$ cat config.mk
export PLATFORM = sky130hd
export DESIGN_NAME = cisc_control
export DESIGN_NICKNAME = d
export VERILOG_FILES = /design/src/rtl/cisc_control.sv
export SDC_FILE = /design/constraint.sdc
export NUM_CORES = 1
export LEC_CHECK = 0
export ABC_AREA = 1
export CELL_PAD_IN_SITES_DETAIL_PLACEMENT = 1
export CELL_PAD_IN_SITES_GLOBAL_PLACEMENT = 1
export CORE_MARGIN = 10
export CORE_UTILIZATION = 21
export DETAILED_ROUTE_END_ITERATION = 10
export HOLD_SLACK_MARGIN = 0.03
export PLACE_DENSITY = 0.89
export SLEW_MARGIN = 10
export SYNTH_ARGS = -nofsm -noshare
export SYNTH_HDL_FRONTEND = slang
export SYNTH_SLANG_ARGS = --single-unit
$ cat constraint.sdc
create_clock -name Clock -period 1.51 [get_ports Clock]
set_clock_uncertainty 0.1 [all_clocks]
set_input_delay 0.2265 -clock Clock [delete_from_list [all_inputs] [get_ports Clock]]
set_output_delay 0.2265 -clock Clock [all_outputs]
set_load 0.02 [all_outputs]
$ cat src/rtl/cisc_control.sv
// cisc_control: microsequencer for the SimpleCISC datapath.
// Registered five-state FSM; every strobe is decoded combinationally from state, IR, ZReg and Ready.
module cisc_control #(
    parameter logic [3:0] F_PASSB = 4'h0,
    parameter logic [3:0] F_ADD   = 4'h1,
    parameter logic [3:0] F_SUB   = 4'h2
) (
    input  logic        Clock,
    input  logic        nReset,
    input  logic [15:0] IR,
    input  logic        ZReg,
    input  logic        Ready,
    output logic [3:0]  Function,
    output logic        UpdateZ,
    output logic        EnableACC,
    output logic        EnableX,
    output logic        EnableS,
    output logic        EnablePC,
    output logic        LoadACC,
    output logic        LoadX,
    output logic        LoadS,
    output logic        LoadPC,
    output logic        IncPC,
    output logic        SelPC,
    output logic        LoadIR,
    output logic        LoadMAR,
    output logic        EnableReg,
    output logic        nOE,
    output logic        nWE,
    output logic        Halted
);

    localparam logic [3:0] OP_LD   = 4'h1;
    localparam logic [3:0] OP_ST   = 4'h2;
    localparam logic [3:0] OP_ADD  = 4'h3;
    localparam logic [3:0] OP_SUB  = 4'h4;
    localparam logic [3:0] OP_JMP  = 4'h5;
    localparam logic [3:0] OP_JZ   = 4'h6;
    localparam logic [3:0] OP_HALT = 4'hF;

    localparam logic [1:0] SEL_ACC = 2'b00;
    localparam logic [1:0] SEL_X   = 2'b01;
    localparam logic [1:0] SEL_S   = 2'b10;

    typedef enum logic [2:0] {
        ST_RESET   = 3'd0,
        ST_FETCH   = 3'd1,
        ST_OPERAND = 3'd2,
        ST_EXEC    = 3'd3,
        ST_HALT    = 3'd4
    } state_t;

    state_t r_state;
    state_t w_state_next;

    logic [3:0] w_op;
    logic [1:0] w_sel;
    logic       w_is_ld;
    logic       w_is_st;
    logic       w_is_add;
    logic       w_is_sub;
    logic       w_is_jmp;
    logic       w_is_jz;
    logic       w_is_halt;
    logic       w_is_mem;
    logic       w_sel_ok;
    logic       w_unused_ir;

    assign w_op        = IR[15:12];
    assign w_sel       = IR[11:10];
    assign w_is_ld     = (w_op == OP_LD);
    assign w_is_st     = (w_op == OP_ST);
    assign w_is_add    = (w_op == OP_ADD);
    assign w_is_sub    = (w_op == OP_SUB);
    assign w_is_jmp    = (w_op == OP_JMP);
    assign w_is_jz     = (w_op == OP_JZ);
    assign w_is_halt   = (w_op == OP_HALT);
    assign w_is_mem    = w_is_ld | w_is_st | w_is_add | w_is_sub;
    assign w_sel_ok    = (w_sel != 2'b11);
    assign w_unused_ir = &{1'b0, IR[9:0]};

    always_ff @(posedge Clock or negedge nReset) begin
        if (!nReset) begin
            r_state <= ST_RESET;
        end else begin
            r_state <= w_state_next;
        end
    end

    always_comb begin
        w_state_next = r_state;
        Function     = F_PASSB;
        UpdateZ      = 1'b0;
        EnableACC    = 1'b0;
        EnableX      = 1'b0;
        EnableS      = 1'b0;
        EnablePC     = 1'b0;
        LoadACC      = 1'b0;
        LoadX        = 1'b0;
        LoadS        = 1'b0;
        LoadPC       = 1'b0;
        IncPC        = 1'b0;
        SelPC        = 1'b1;
        LoadIR       = 1'b0;
        LoadMAR      = 1'b0;
        EnableReg    = 1'b0;
        nOE          = 1'b1;
        nWE          = 1'b1;
        Halted       = 1'b0;

        case (r_state)
            ST_RESET: begin
                w_state_next = ST_FETCH;
            end

            ST_FETCH: begin
                nOE = 1'b0;
                if (Ready) begin
                    LoadIR       = 1'b1;
                    IncPC        = 1'b1;
                    w_state_next = ST_OPERAND;
                end
            end

            // The opcode only becomes visible once IR has latched, so NOP and
            // HALT resolve here in a single bus-idle cycle.
            ST_OPERAND: begin
                if (w_is_halt) begin
                    w_state_next = ST_HALT;
                end else if (w_is_mem) begin
                    nOE = 1'b0;
                    if (Ready) begin
                        LoadMAR      = 1'b1;
                        IncPC        = 1'b1;
                        w_state_next = ST_EXEC;
                    end
                end else if (w_is_jmp) begin
                    nOE = 1'b0;
                    if (Ready) begin
                        LoadPC       = 1'b1;
                        w_state_next = ST_FETCH;
                    end
                end else if (w_is_jz) begin
                    nOE = 1'b0;
                    if (Ready) begin
                        LoadPC       = ZReg;
                        IncPC        = ~ZReg;
                        w_state_next = ST_FETCH;
                    end
                end else begin
                    w_state_next = ST_FETCH;
                end
            end

            ST_EXEC: begin
                SelPC = 1'b0;
                if (w_is_ld && w_sel_ok) begin
                    nOE     = 1'b0;
                    UpdateZ = Ready;
                    LoadACC = Ready && (w_sel == SEL_ACC);
                    LoadX   = Ready && (w_sel == SEL_X);
                    LoadS   = Ready && (w_sel == SEL_S);
                    if (Ready) begin
                        w_state_next = ST_FETCH;
                    end
                end else if (w_is_st && w_sel_ok) begin
                    nWE       = 1'b0;
                    EnableReg = 1'b1;
                    EnableACC = (w_sel == SEL_ACC);
                    EnableX   = (w_sel == SEL_X);
                    EnableS   = (w_sel == SEL_S);
                    if (Ready) begin
                        w_state_next = ST_FETCH;
                    end
                end else if (w_is_add || w_is_sub) begin
                    nOE       = 1'b0;
                    EnableACC = 1'b1;
                    Function  = w_is_add ? F_ADD : F_SUB;
                    LoadACC   = Ready;
                    UpdateZ   = Ready;
                    if (Ready) begin
                        w_state_next = ST_FETCH;
                    end
                end else begin
                    // Reserved register select: operand already consumed, no bus cycle.
                    w_state_next = ST_FETCH;
                end
            end

            ST_HALT: begin
                Halted = 1'b1;
            end

            default: begin
                w_state_next = ST_RESET;
            end
        endcase
    end

endmodule

==> flow_summary.yaml <==
status:
  status: "complete, but fails checks"
  violations: "setup timing"
worst_setup_path:
  worstSetupPathType: "reg2out"
  cp_max_fo: 3
  cp.required_ns: 1.18
  arrival_ns: 1.44
  cp-start-kind: "flip-flop"
  end_kind: "output pin"
  rr_worst_depth: 10
cells_and_area:
  top_register: "r_state"
  design_area_mm2: 0.00141
  diodes: 0
  finalNetCount: 195
  biggestRegsByFlops: "r_state: 3 flops"
  fillers: 313
  drive_gt1_share_pct: 69.0
  largest_reg_flops: 3
  area_growth_pct: 147
sta:
  finalSetupViolations: 18
  max_freq_ghz: 0.568
  rsz0062_at_grt: "yes"
  drv_slew: 0
  fin_crit_sh_pct: 117
  fin_ws_ns: -0.252
  hold_violations: 0
  finalCriticalPeriod_ns: 1.76
hold_path:
  min_path_type: "in2async"
power_and_ir_drop:
  p_per_area_mw_per_mm2: 1090
  peakVddDrop_mv: 0.846
  leakage_uw: 0.000667
  power_uw: 1530
logic_synthesis:
  synthSimpleGateAreaFrac_pct: 58.7
  yosysMostFrequentCell: "nor2_1"
  ys_top_cells_by_count: "nor2_1 (24), nand2_1 (18), inv_2 (8), nand3_1 (8), nand2_2 (6)"
  synth-xor-area-share_pct: 0
  ys_seq_elements: 3
  ys_seq_area_share_pct: 13.2
  synth.area.top_cells: "nor2_1 (16%), dfrtp_1 (13%), nand2_1 (12%), nand3_1 (7.0%), nand2_2 (6.6%)"
  postSynthAreaPerCell_um2: 5.64
  async_flop_share_pct: 100
  synth-adder-area-share_pct: 0
  ys.flop_type: "dfrtp_1"
  synth_edf_count: 0
  synth_top_family_by_area: "simple AND/OR/NAND/NOR gates"
  ys_warn_count: 0
  synth_compound_area_share_pct: 14.9
  synth_cell_types: 25
  netlist_area_um2: 569
  synthMuxAreaShare_pct: 0
  netlist.area_leader.share_pct: 15.8
  synthCells: 101
  yosysTopAreaCell: "nor2_1"
detailed_routing:
  via_per_inst: 4.56
  vias: 930
  drc: 0
  ant_nets: 0
  drtIter0Drc: 21
  drt-total-wl_um: 3190
  drt_pass1_iterations: 4
  detail_route.wl_per_cell_um: 15.7
global_route:
  antenna_found_initial: 0
  grt_pass1_wl_um: 5130
  grt_pass1_vias: 1108
  grt_max_degree: 6
  gr-total-overflow: 0
  grt_usage_pct: 12.0
die:
  rows: 18
  initial_utilization_pct: 22.6
  core_area_mm2: 0.00252
  die_area_mm2: 0.00519
  fp.dieW_um: 72.1
  dieHeight_um: 72.1
  ios: 41
flow_run:
  max_cap_viol_count: 0
cts:
  clk_latency_ns: 0.23
  cts_sinks: 3
  ctsHtreeMaxLevel: 1
  cts_tree: "done"
  clockRootBuffer: "clkbuf_4"
  clk_pin_slew_ns: 0.04
  cts_inserted_buffers: 3
  clockBufferDepth: 2
placed_design:
  place.gp.congestion: 0.862
  hpwl_um: 2290
  dp_slack_ns: -1.03
  io_buffers: 27
  place_area_mm2: 0.00112
## final cells by class
class / count / area (µm²) / share of cell area (%)
repair buffers: 70 / 609 / 43.4
multi-input cells: 84 / 602 / 42.8
clock buffers: 4 / 26.3 / 1.87
well taps: 30 / 37.5 / 2.67
flip-flops and latches: 3 / 76.3 / 5.43
inverters: 13 / 53.8 / 3.83
## layer usage
metal | part of all wire (%) | up-vias | global-route usage (%)
met1 | 35 | 428 | 10.9
met3 | 7.8 | 4 | 5.44
met5 | 0 | - | 0
li1 | - | 463 | -
met2 | 56 | 35 | 23.2
met4 | 0.78 | 0 | 3.01
## power by group
part / leakage, µW / internal [µW] / total (µW) / switching [µW]
clock: 0.0000150 / 98.7 / 136 / 37.1
sequential: 0.0000363 / 111 / 142 / 31.5
combinational: 0.000616 / 595 / 1250 / 655
## per-stage QoR
| step | hold slack (ns) | utilization (%) | setup TNS, ns | std cells |
|---|---|---|---|---|
| 5_1_grt | 0.0875 | 55.7 | -3.91 | 204 |
| 3_3_place_gp | 0.316 | 44.6 | -13.92 | 188 |
| 2_1_floorplan | -0.169 | - | -0.122 | 103 |
| 4_1_cts | 0.0744 | 51.9 | -2.22 | 202 |
| 3_5_place_dp | 0.321 | 44.6 | -14.99 | 188 |
| 6_report | 0.0836 | 55.7 | -2.36 | 204 |
## what timing repair did
action                     4_1_cts  5_1_grt
buffers inserted                11        5
hold buffers                     0        0
gates resized for setup        144       28
pin swaps                       16       15
setup endpoints to repair       21       20
hold endpoints to repair         0        0
## layout by cell type (no fill, tap or decap), types with 2 or more instances in the layout
cell type,n
nand2_4,5
a21oi_1,3
nand3_2,4
nor3_4,2
buf_4,40
dfrtp_1,2
conb_1,3
clkdlybuf4s50_1,2
buf_6,21
nand3_1,4
inv_4,2
nand2_1,15
inv_2,9
nor2_1,11
clkbuf_4,3
buf_2,3
inv_1,2
nor2_4,12
nor2_2,6
nand2_2,5
o21ai_0,2
dlygate4sd2_1,3
## final timing paths
kind / from / endpoint / slack, ns
hold / removal: nReset / r_state[2] / 0.08
hold reg to reg: r_state[1] / r_state[1] / 0.58
max in group asynchronous: nReset / r_state[2] / 1.07
setup reg to reg: r_state[2] / r_state[1] / -0.09
setup / recovery: r_state[2] / IncPC / -0.25
min in group Clock: Ready / r_state[0] / 0.53
## worst max-delay path, cell delays in order, from the launching register on
cell and delay, ns:
dfrtp_2 0.44, nor3_4 0.24, inv_2 0.09, nor2_4 0.10, nand2_2 0.07, o22ai_2 0.12, buf_6 0.14
## cell families (layout without fill, tap and decap cells)
| family | Yosys count | after routing |
|---|---|---|
| buf+inv | 16 | 87 |
| flops | 3 | 3 |
| compound gates | 13 | 13 |
| other cells | 1 | 3 |
| simple gates | 68 | 68 |
Note: power is estimated with default switching activity, not from simulation.
